### src/rtl/ex_mem_wb_ctrl_if.sv
// ID/EX bundle into the back half of the pipeline, plus the decode
// controls, branch result and writeback returned to the decode stage.
interface ex_mem_wb_ctrl_if;
  logic        in_valid;
  logic [63:0] pc;
  logic [31:0] instr;
  logic [63:0] imm;
  logic [63:0] rdata1;
  logic [63:0] rdata2;
  logic        reg2loc;
  logic        ctl_b;
  logic        ctl_bz;
  logic        ctl_bnz;
  logic        mem_read;
  logic        mem_write;
  logic        mem_to_reg;
  logic        reg_write;
  logic [1:0]  alu_op;
  logic [1:0]  alu_src;
  logic [63:0] branch_addr;
  logic        pc_src;
  logic [63:0] wb_data;
  logic [4:0]  wb_reg;
  logic        wb_en;

  modport master (
    output in_valid, pc, instr, imm, rdata1, rdata2,
    input  reg2loc, ctl_b, ctl_bz, ctl_bnz, mem_read, mem_write,
           mem_to_reg, reg_write, alu_op, alu_src,
           branch_addr, pc_src, wb_data, wb_reg, wb_en
  );

  modport slave (
    input  in_valid, pc, instr, imm, rdata1, rdata2,
    output reg2loc, ctl_b, ctl_bz, ctl_bnz, mem_read, mem_write,
           mem_to_reg, reg_write, alu_op, alu_src,
           branch_addr, pc_src, wb_data, wb_reg, wb_en
  );
endinterface

### src/rtl/ex_mem_wb_ctrl.sv
// LEGv8-subset back half: opcode decode, EX stage with branch resolution,
// and MEM/WB stage with an internal 64-bit data memory.
module ex_mem_wb_ctrl #(
  parameter int unsigned DMEM_WORDS = 32
) (
  input logic                 clk,
  input logic                 rst,
  ex_mem_wb_ctrl_if.slave     bus
);
  localparam int unsigned AW = $clog2(DMEM_WORDS);

  localparam logic [10:0] OP_ADD  = 11'b10001011000;
  localparam logic [10:0] OP_SUB  = 11'b11001011000;
  localparam logic [10:0] OP_AND  = 11'b10001010000;
  localparam logic [10:0] OP_ORR  = 11'b10101010000;
  localparam logic [10:0] OP_LDUR = 11'b11111000010;
  localparam logic [10:0] OP_STUR = 11'b11111000000;

  logic [10:0] op;
  logic [63:0] alu_b;
  logic [63:0] alu_res;
  logic        take;

  assign op = bus.instr[31:21];

  always_comb begin
    bus.reg2loc    = 1'b0;
    bus.ctl_b      = 1'b0;
    bus.ctl_bz     = 1'b0;
    bus.ctl_bnz    = 1'b0;
    bus.mem_read   = 1'b0;
    bus.mem_write  = 1'b0;
    bus.mem_to_reg = 1'b0;
    bus.reg_write  = 1'b0;
    bus.alu_op     = 2'b00;
    bus.alu_src    = 2'b00;
    casez (op)
      OP_ADD, OP_SUB, OP_AND, OP_ORR: begin
        bus.reg_write = 1'b1;
        bus.alu_op    = 2'b10;
      end
      11'b1001000100?, 11'b1101000100?: begin
        bus.reg_write = 1'b1;
        bus.alu_op    = 2'b11;
        bus.alu_src   = 2'b01;
      end
      OP_LDUR: begin
        bus.mem_read   = 1'b1;
        bus.mem_to_reg = 1'b1;
        bus.reg_write  = 1'b1;
        bus.alu_src    = 2'b01;
      end
      OP_STUR: begin
        bus.mem_write = 1'b1;
        bus.reg2loc   = 1'b1;
        bus.alu_src   = 2'b01;
      end
      11'b000101?????: bus.ctl_b = 1'b1;
      11'b10110100???: begin
        bus.ctl_bz  = 1'b1;
        bus.reg2loc = 1'b1;
        bus.alu_op  = 2'b01;
      end
      11'b10110101???: begin
        bus.ctl_bnz = 1'b1;
        bus.reg2loc = 1'b1;
        bus.alu_op  = 2'b01;
      end
      default: ;
    endcase
  end

  assign alu_b = (bus.alu_src == 2'b01) ? bus.imm : bus.rdata2;

  always_comb begin
    alu_res = bus.rdata1 + alu_b;
    case (bus.alu_op)
      2'b01: alu_res = alu_b;
      2'b10: begin
        case (op)
          OP_SUB:  alu_res = bus.rdata1 - alu_b;
          OP_AND:  alu_res = bus.rdata1 & alu_b;
          OP_ORR:  alu_res = bus.rdata1 | alu_b;
          default: alu_res = bus.rdata1 + alu_b;
        endcase
      end
      2'b11: alu_res = bus.instr[30] ? bus.rdata1 - alu_b : bus.rdata1 + alu_b;
      default: ;
    endcase
  end

  assign take = bus.in_valid & (bus.ctl_b
              | (bus.ctl_bz  & (bus.rdata2 == '0))
              | (bus.ctl_bnz & (bus.rdata2 != '0)));

  // EX stage registers; controls are gated by in_valid so bubbles are inert
  logic [63:0] ex_alu;
  logic [63:0] ex_rdata2;
  logic [4:0]  ex_rd;
  logic        ex_mem_write;
  logic        ex_mem_to_reg;
  logic        ex_reg_write;

  always_ff @(posedge clk or posedge rst) begin
    if (rst) begin
      ex_alu          <= '0;
      ex_rdata2       <= '0;
      ex_rd           <= '0;
      ex_mem_write    <= 1'b0;
      ex_mem_to_reg   <= 1'b0;
      ex_reg_write    <= 1'b0;
      bus.branch_addr <= '0;
      bus.pc_src      <= 1'b0;
    end else begin
      ex_alu          <= alu_res;
      ex_rdata2       <= bus.rdata2;
      ex_rd           <= bus.instr[4:0];
      ex_mem_write    <= bus.in_valid & bus.mem_write;
      ex_mem_to_reg   <= bus.in_valid & bus.mem_to_reg;
      ex_reg_write    <= bus.in_valid & bus.reg_write;
      bus.branch_addr <= bus.pc + (bus.imm << 2);
      bus.pc_src      <= take;
    end
  end

  logic [63:0]   dmem [DMEM_WORDS];
  logic [AW-1:0] idx;

  assign idx = ex_alu[AW+2:3];

  // The load reads the pre-edge memory contents, so a store landing on the
  // same edge is never observed by it.
  always_ff @(posedge clk or posedge rst) begin
    if (rst) begin
      for (int unsigned i = 0; i < DMEM_WORDS; i++) dmem[i] <= '0;
      bus.wb_data <= '0;
      bus.wb_reg  <= '0;
      bus.wb_en   <= 1'b0;
    end else begin
      if (ex_mem_write) dmem[idx] <= ex_rdata2;
      bus.wb_data <= ex_mem_to_reg ? dmem[idx] : ex_alu;
      bus.wb_reg  <= ex_rd;
      bus.wb_en   <= ex_reg_write & (ex_rd != 5'd31);
    end
  end
endmodule

### src/flat_wrapper.sv
// flat-port wrapper written by rule: the top's interface ports become plain ports
module ex_mem_wb_ctrl_flat 
#(
  parameter int unsigned DMEM_WORDS = 32
)
  (clk, rst, bus_in_valid, bus_pc, bus_instr, bus_imm, bus_rdata1, bus_rdata2, bus_reg2loc, bus_ctl_b, bus_ctl_bz, bus_ctl_bnz, bus_mem_read, bus_mem_write, bus_mem_to_reg, bus_reg_write, bus_alu_op, bus_alu_src, bus_branch_addr, bus_pc_src, bus_wb_data, bus_wb_reg, bus_wb_en);
  ex_mem_wb_ctrl_if bus_i ();
  input logic clk;
  input logic rst;
  input wire logic [$bits(bus_i.in_valid)-1:0] bus_in_valid;
  input wire logic [$bits(bus_i.pc)-1:0] bus_pc;
  input wire logic [$bits(bus_i.instr)-1:0] bus_instr;
  input wire logic [$bits(bus_i.imm)-1:0] bus_imm;
  input wire logic [$bits(bus_i.rdata1)-1:0] bus_rdata1;
  input wire logic [$bits(bus_i.rdata2)-1:0] bus_rdata2;
  output wire logic [$bits(bus_i.reg2loc)-1:0] bus_reg2loc;
  output wire logic [$bits(bus_i.ctl_b)-1:0] bus_ctl_b;
  output wire logic [$bits(bus_i.ctl_bz)-1:0] bus_ctl_bz;
  output wire logic [$bits(bus_i.ctl_bnz)-1:0] bus_ctl_bnz;
  output wire logic [$bits(bus_i.mem_read)-1:0] bus_mem_read;
  output wire logic [$bits(bus_i.mem_write)-1:0] bus_mem_write;
  output wire logic [$bits(bus_i.mem_to_reg)-1:0] bus_mem_to_reg;
  output wire logic [$bits(bus_i.reg_write)-1:0] bus_reg_write;
  output wire logic [$bits(bus_i.alu_op)-1:0] bus_alu_op;
  output wire logic [$bits(bus_i.alu_src)-1:0] bus_alu_src;
  output wire logic [$bits(bus_i.branch_addr)-1:0] bus_branch_addr;
  output wire logic [$bits(bus_i.pc_src)-1:0] bus_pc_src;
  output wire logic [$bits(bus_i.wb_data)-1:0] bus_wb_data;
  output wire logic [$bits(bus_i.wb_reg)-1:0] bus_wb_reg;
  output wire logic [$bits(bus_i.wb_en)-1:0] bus_wb_en;
  assign bus_i.in_valid = bus_in_valid;
  assign bus_i.pc = bus_pc;
  assign bus_i.instr = bus_instr;
  assign bus_i.imm = bus_imm;
  assign bus_i.rdata1 = bus_rdata1;
  assign bus_i.rdata2 = bus_rdata2;
  assign bus_reg2loc = bus_i.reg2loc;
  assign bus_ctl_b = bus_i.ctl_b;
  assign bus_ctl_bz = bus_i.ctl_bz;
  assign bus_ctl_bnz = bus_i.ctl_bnz;
  assign bus_mem_read = bus_i.mem_read;
  assign bus_mem_write = bus_i.mem_write;
  assign bus_mem_to_reg = bus_i.mem_to_reg;
  assign bus_reg_write = bus_i.reg_write;
  assign bus_alu_op = bus_i.alu_op;
  assign bus_alu_src = bus_i.alu_src;
  assign bus_branch_addr = bus_i.branch_addr;
  assign bus_pc_src = bus_i.pc_src;
  assign bus_wb_data = bus_i.wb_data;
  assign bus_wb_reg = bus_i.wb_reg;
  assign bus_wb_en = bus_i.wb_en;
  ex_mem_wb_ctrl #(.DMEM_WORDS(DMEM_WORDS)) u_core (.clk(clk), .rst(rst), .bus(bus_i));
endmodule
### config.mk
export PLATFORM = sky130hd
export DESIGN_NAME = ex_mem_wb_ctrl_flat
export DESIGN_NICKNAME = d
export VERILOG_FILES = /design/src/rtl/ex_mem_wb_ctrl_if.sv /design/src/rtl/ex_mem_wb_ctrl.sv /design/src/flat_wrapper.sv
export SDC_FILE = /design/constraint.sdc
export NUM_CORES = 2
export LEC_CHECK = 0
export CAP_MARGIN = 20
export CORE_MARGIN = 2
export CORE_UTILIZATION = 67
export DETAILED_ROUTE_END_ITERATION = 10
export PLACE_DENSITY = 0.89
export SLEW_MARGIN = 30
export SYNTH_ARGS = -nofsm -noshare
export SYNTH_HDL_FRONTEND = slang
export SYNTH_SLANG_ARGS = --single-unit
### constraint.sdc
create_clock -name clk -period 204.1 [get_ports clk]
set_clock_uncertainty 0.05 [all_clocks]
set_input_delay 30.615 -clock clk [delete_from_list [all_inputs] [get_ports clk]]
set_output_delay 30.615 -clock clk [all_outputs]
set_load 0.01 [all_outputs]
==> Yosys cells after proc, flatten, opt, wreduce, memory -nomap -nowiden <==
Index checks and enable logic that the tools add are counted.
{ "op_classes": {"n_addsub": 3, "magnitude_cmp": 2, "n_eq_ne": 16, "mux": 20, "bitwise": 12, "n_reduce_logical": 9} }
{ "op_table": {"columns": ["cell", "n"], "rows": [
  ["2048-bit bitwise mux", 1],
  ["64-bit two-way mux", 6],
  ["64-bit one-hot mux with 3 select lines", 2],
  ["64-bit binary-select mux with 5-bit select", 1],
  ["64-bit demux with 5-bit select", 1],
  ["64-bit adder", 2],
  ["11-bit == test (second input constant)", 6],
  ["64-bit AND", 1],
  ["64-bit zero test", 1],
  ["64-bit bitwise OR", 1],
  ["64-bit nonzero test", 1],
  ["64-bit subtractor", 1],
  ["10-bit == test (second input constant)", 2],
  ["8-bit == test (second input constant)", 2],
  ["1-bit two-way mux", 8],
  ["4-bit OR reduction", 2],
  ["1-bit AND", 7],
  ["7-bit OR reduction", 1],
  ["6-bit by 3-bit == test with 1-bit output (second input constant)", 1],
  ["6-bit >= comparator (second input constant)", 1],
  ["6-bit by 1-bit less-than comparator with 1-bit output (second input constant)", 1],
  ["5-bit inverter with 6-bit output", 1],
  ["2-bit one-hot mux with 3 select lines", 1],
  ["5-bit != test (second input constant)", 1],
  ["other kinds (7)", 10]
]} }
{ "word_totals": {"reg_bits": 2319, "input_bits": 291, "out_inout_bits": 147} }

==> Logic depth before layout (Yosys ltp) <==
{ "depth": {"depth_word": 8, "ltp_mapped": 24} }

==> Worst setup path before layout <==
Ideal clock, no wire load.
{ "synth_timing": {"kind": "input to output", "start": "in bus_instr[21]", "end": "out bus_alu_src[0]", "t_arrival_ns": 32.531, "required_ns": 173.435, "setup_slack_ns": 140.904, "path_stages": 5, "n_path_buf": 2, "cell_sequence": "or4b_1 > or4_1 > nand2_1 > buf_2 > buf_2"} }
{ "synth_between": {"elab_chain_len": 3, "elab_cells_between_ends": 4} }
{ "synth_lines": {"columns": ["element", "line_no", "source"], "rows": [
  ["start: declaration", "flat_wrapper.sv:12", "input wire logic [$bits(bus_i.instr)-1:0] bus_instr;"],
  ["11-bit == test", "ex_mem_wb_ctrl.sv:37", "casez (op)"],
  ["4-bit OR reduction (no line) (*)", null, null],
  ["1-bit two-way mux (*)", "ex_mem_wb_ctrl.sv:37", null],
  ["end: declaration", "flat_wrapper.sv:25", "output wire logic [$bits(bus_i.alu_src)-1:0] bus_alu_src;"]
]} }
Every way passes the cells marked *; elsewhere a longest branch is shown, timed or not.

==> Final worst setup path <==
{ "layout_timing": {"start": "in bus_instr[21]", "end": "out bus_alu_op[1]"} }
{ "layout_between": {"elab_chain_len": 3, "elab_cells_between_ends": 6} }
{ "layout_lines": {"columns": ["element", "line_no", "source"], "rows": [
  ["11-bit == test", "ex_mem_wb_ctrl.sv:37", null],
  ["4-bit OR reduction (*)", "ex_mem_wb_ctrl.sv:37", null],
  ["2-bit one-hot mux with 3 select lines (*)", "ex_mem_wb_ctrl.sv:37", null],
  ["end: declaration", "flat_wrapper.sv:24", "output wire logic [$bits(bus_i.alu_op)-1:0] bus_alu_op;"]
]} }
Marks and branches as above.

==> results.py <==
metrics = {
    "run_status": {
        "status": "finished clean",
    },
    "clock_network": {
        "cts_buffers": 219,
        "clock_sinks": 2319,
        "holdBufCountCts": 0,
        "cts_max_level": 4,
        "insertion_delay_ps": 930,
        "postCtsSetupRepairBufs": 0,
        "ctsLongestPathBuffers": 3,
        "path_clk_slew_ps": 60,
        "ctsResizeCount": 0,
        "cts_tree": "yes",
        "cts_root_buffer": "clkbuf_16",
    },
    "synthesis": {
        "yosys.area.top_type": "dfrtp_1",
        "seq_area_frac_synth_pct": 49.9,
        "syn-instance-count": 8767,
        "synth_flop_cell": "dfrtp_1",
        "syn-cell-area_um2": 116000,
        "ys_top_cells_by_area": "dfrtp_1 50%, mux2_2 20%, mux4_2 9.9%",
        "yosys_warnings": 0,
        "async_flop_share_pct": 100,
        "synth_most_common_cell": "dfrtp_1",
        "ys_types": 94,
        "avgSynthCellArea_um2": 13.3,
        "ys_top_cells_by_count": "2319 x dfrtp_1, 2104 x mux2_2, 561 x clkbuf_1, 512 x mux4_2, 462 x a21oi_1",
        "synth-seq-cells": 2319,
        "syn-num-nets": 9313,
        "synth_top_cell_area_share_pct": 49.9,
        "synth_edf_count": 0,
    },
    "route": {
        "drt_iter0_drc": 10900,
        "wl_met1_um": 144000,
        "detail_route.first_pass.iterations": 6,
        "via_per_inst": 7.36,
        "highest_layer": "met5",
        "wl_per_cell_um": 36.7,
        "drt.antenna.violating_nets": 0,
        "wl_met2_um": 186000,
        "drc": 0,
        "wirelength_um": 417000,
        "wl_met3_um": 51500,
        "vias": 83700,
    },
    "finish": {
        "syn2layout_area_growth_pct": 12.1,
        "seqCellArea_um2": 58100,
        "fill_cells": 9499,
        "multi_input_area_um2": 54900,
        "largest_reg_flops": 2048,
        "fin_nets": 9407,
        "largest-register": "u_core.dmem",
        "instances_no_fill": 11400,
        "drive_above_1_share_pct": 36.4,
        "final_area_um2": 130000,
        "utilization_pct": 75.8,
    },
    "floorplan": {
        "coreArea_um2": 172000,
        "start_util_pct": 67.6,
        "die-area_um2": 177000,
        "chipWidth_um": 420,
        "row_count": 152,
        "die_y_um": 420,
        "io_pins": 438,
    },
    "timing": {
        "setup-tns-final_ps": 0,
        "report.final.slew_viol_count": 0,
        "worstMarginPinSlew_ps": 1130,
        "hold_ws_ps": 330,
        "setup_violations": 0,
        "hold_violations": 0,
        "finalCriticalPeriod_ps": 64250,
        "slew_headroom_pct": 24.6,
        "fmax_mhz": 15.6,
        "rsz0062_at_grt": "false",
        "setup_slack_ps": 139850,
        "fin_crit_sh_pct": 31.5,
    },
    "pwr": {
        "ir_drop_mv": 0.00893,
        "powerDensity_nw_per_um2": 8.32,
        "p_total_mw": 1.08,
        "p_leak_nw": 62.1,
    },
    "worst_hold_path": {
        "hold_start": "u_core.ex_rd[0]",
        "hp-class": "reg2reg",
        "whs_endpoint": "u_core.bus.wb_reg[0]",
        "hold_depth": 0,
    },
    "global_route": {
        "grt_antenna_before_repair": 38,
        "grt_max_degree": 181,
        "grt_pass1_vias": 86700,
        "grt_usage_pct": 47.0,
        "grt_pass1_wl_um": 596000,
        "gr-total-overflow": 0,
    },
    "setup_path": {
        "r2r_cells": 7,
        "cp-start-kind": "input port",
        "end_kind": "primary output",
        "arrival_ps": 33580,
        "path_class": "in2out",
        "regToRegSetupSlack_ps": 198050,
        "cp_common_cell": "clkdlybuf4s50_1",
        "timing.rr.start": "u_core.ex_alu[6]",
        "cp_slowest_stage_delay_ps": 660,
        "slowest_stage": "clkdlybuf4s50_1",
        "crit_required_ps": 173430,
        "cp_cell_sequence": "clkdlybuf4s50_1, or4b_1, nor3_1, nand2_1, a21o_1, inv_2, buf_4, clkdlybuf4s50_1",
        "cp_max_fo": 25,
        "r2r_end": "u_core.dmem[1230]",
    },
    "placement": {
        "gp_congestion": 0.982,
        "dpl_cell_area_um2": 122000,
        "dpl.cell_count": 10900,
        "preCtsSetupSlack_ps": 139910,
        "io_buffers": 420,
        "dpl.hpwl_um": 250000,
    },
    "flow_run": {
        "cap_viol_max_count": 0,
    },
}
## metal layers
metal  up-vias  track usage, %
li1      32400               -
met1     42700            58.5
met2      6514            70.2
met3      2043            15.5
met4        32            32.3
met5         -           0.695
## cell type report
| cell class | instances | area share, % |
|---|---|---|
| diodes | 20 | 0.0384 |
| clock buffers | 315 | 4.85 |
| clock inverters | 84 | 1.01 |
| inverters | 241 | 0.700 |
| multi-input cells | 5474 | 42.1 |
| flip-flops and latches | 2319 | 44.6 |
| well taps | 2310 | 2.22 |
| repair buffers | 606 | 4.47 |
## cells by family after synthesis
logic type      after synthesis  share of synthesized area [%]
mux                        2776                           31.7
compound gates             1316                           7.30
simple gates                947                           3.77
flops                      2319                           49.9
xor+xnor                    179                           1.35
buf+inv                     974                           3.19
other cells                   1                        0.00323
fa+ha+maj                   255                           2.76
## worst max-delay path: cells and delay by family
| kind | cells | cell delay (ps) |
|---|---|---|
| buffers and inverters | 4 | 1560 |
| and+or+nand+nor | 3 | 1180 |
| AOI/OAI and AO/OA | 1 | 220 |
## how the worst max path moves through the flow
stage	start	endpoint	cells past startpoint
4_1_cts	bus_instr[21]	bus_alu_op[1]	8
3_3_place_gp	bus_instr[21]	bus_alu_op[1]	8
3_5_place_dp	bus_instr[21]	bus_alu_op[1]	8
2_1_floorplan	rst	u_core.bus.branch_addr[0]	1
6_report	bus_instr[21]	bus_alu_op[1]	8
5_1_grt	bus_instr[26]	bus_alu_op[1]	8
## power breakdown
part           switching (mW)  internal, mW  total, mW  leakage, nW
sequential             0.0147         0.469      0.484         31.8
combinational           0.105        0.0573      0.162         26.6
clock                   0.190         0.247      0.438         3.71
total                   0.310         0.774       1.08         62.1
## cell usage in the layout, fill, tap and decap left out, drive strengths merged, types with 26 or more instances in the layout
cell              n
dfrtp          2319
mux2           2104
mux4            512
a21oi           463
clkdlybuf4s50   417
nor2            367
clkbuf          315
ha              252
o21ai           251
inv             248
nand2           232
buf             189
mux2i           160
xnor2           150
a221oi           74
a21o             73
nand3            56
o22ai            53
nor3             50
a22o             49
a211oi           42
nor4             42
clkinv           42
nand4            38
a22oi            36
nor2b            35
o31ai            34
o21bai           33
o211ai           33
xor2             29
o21a             26
Note: power is estimated with default switching activity, not from simulation.
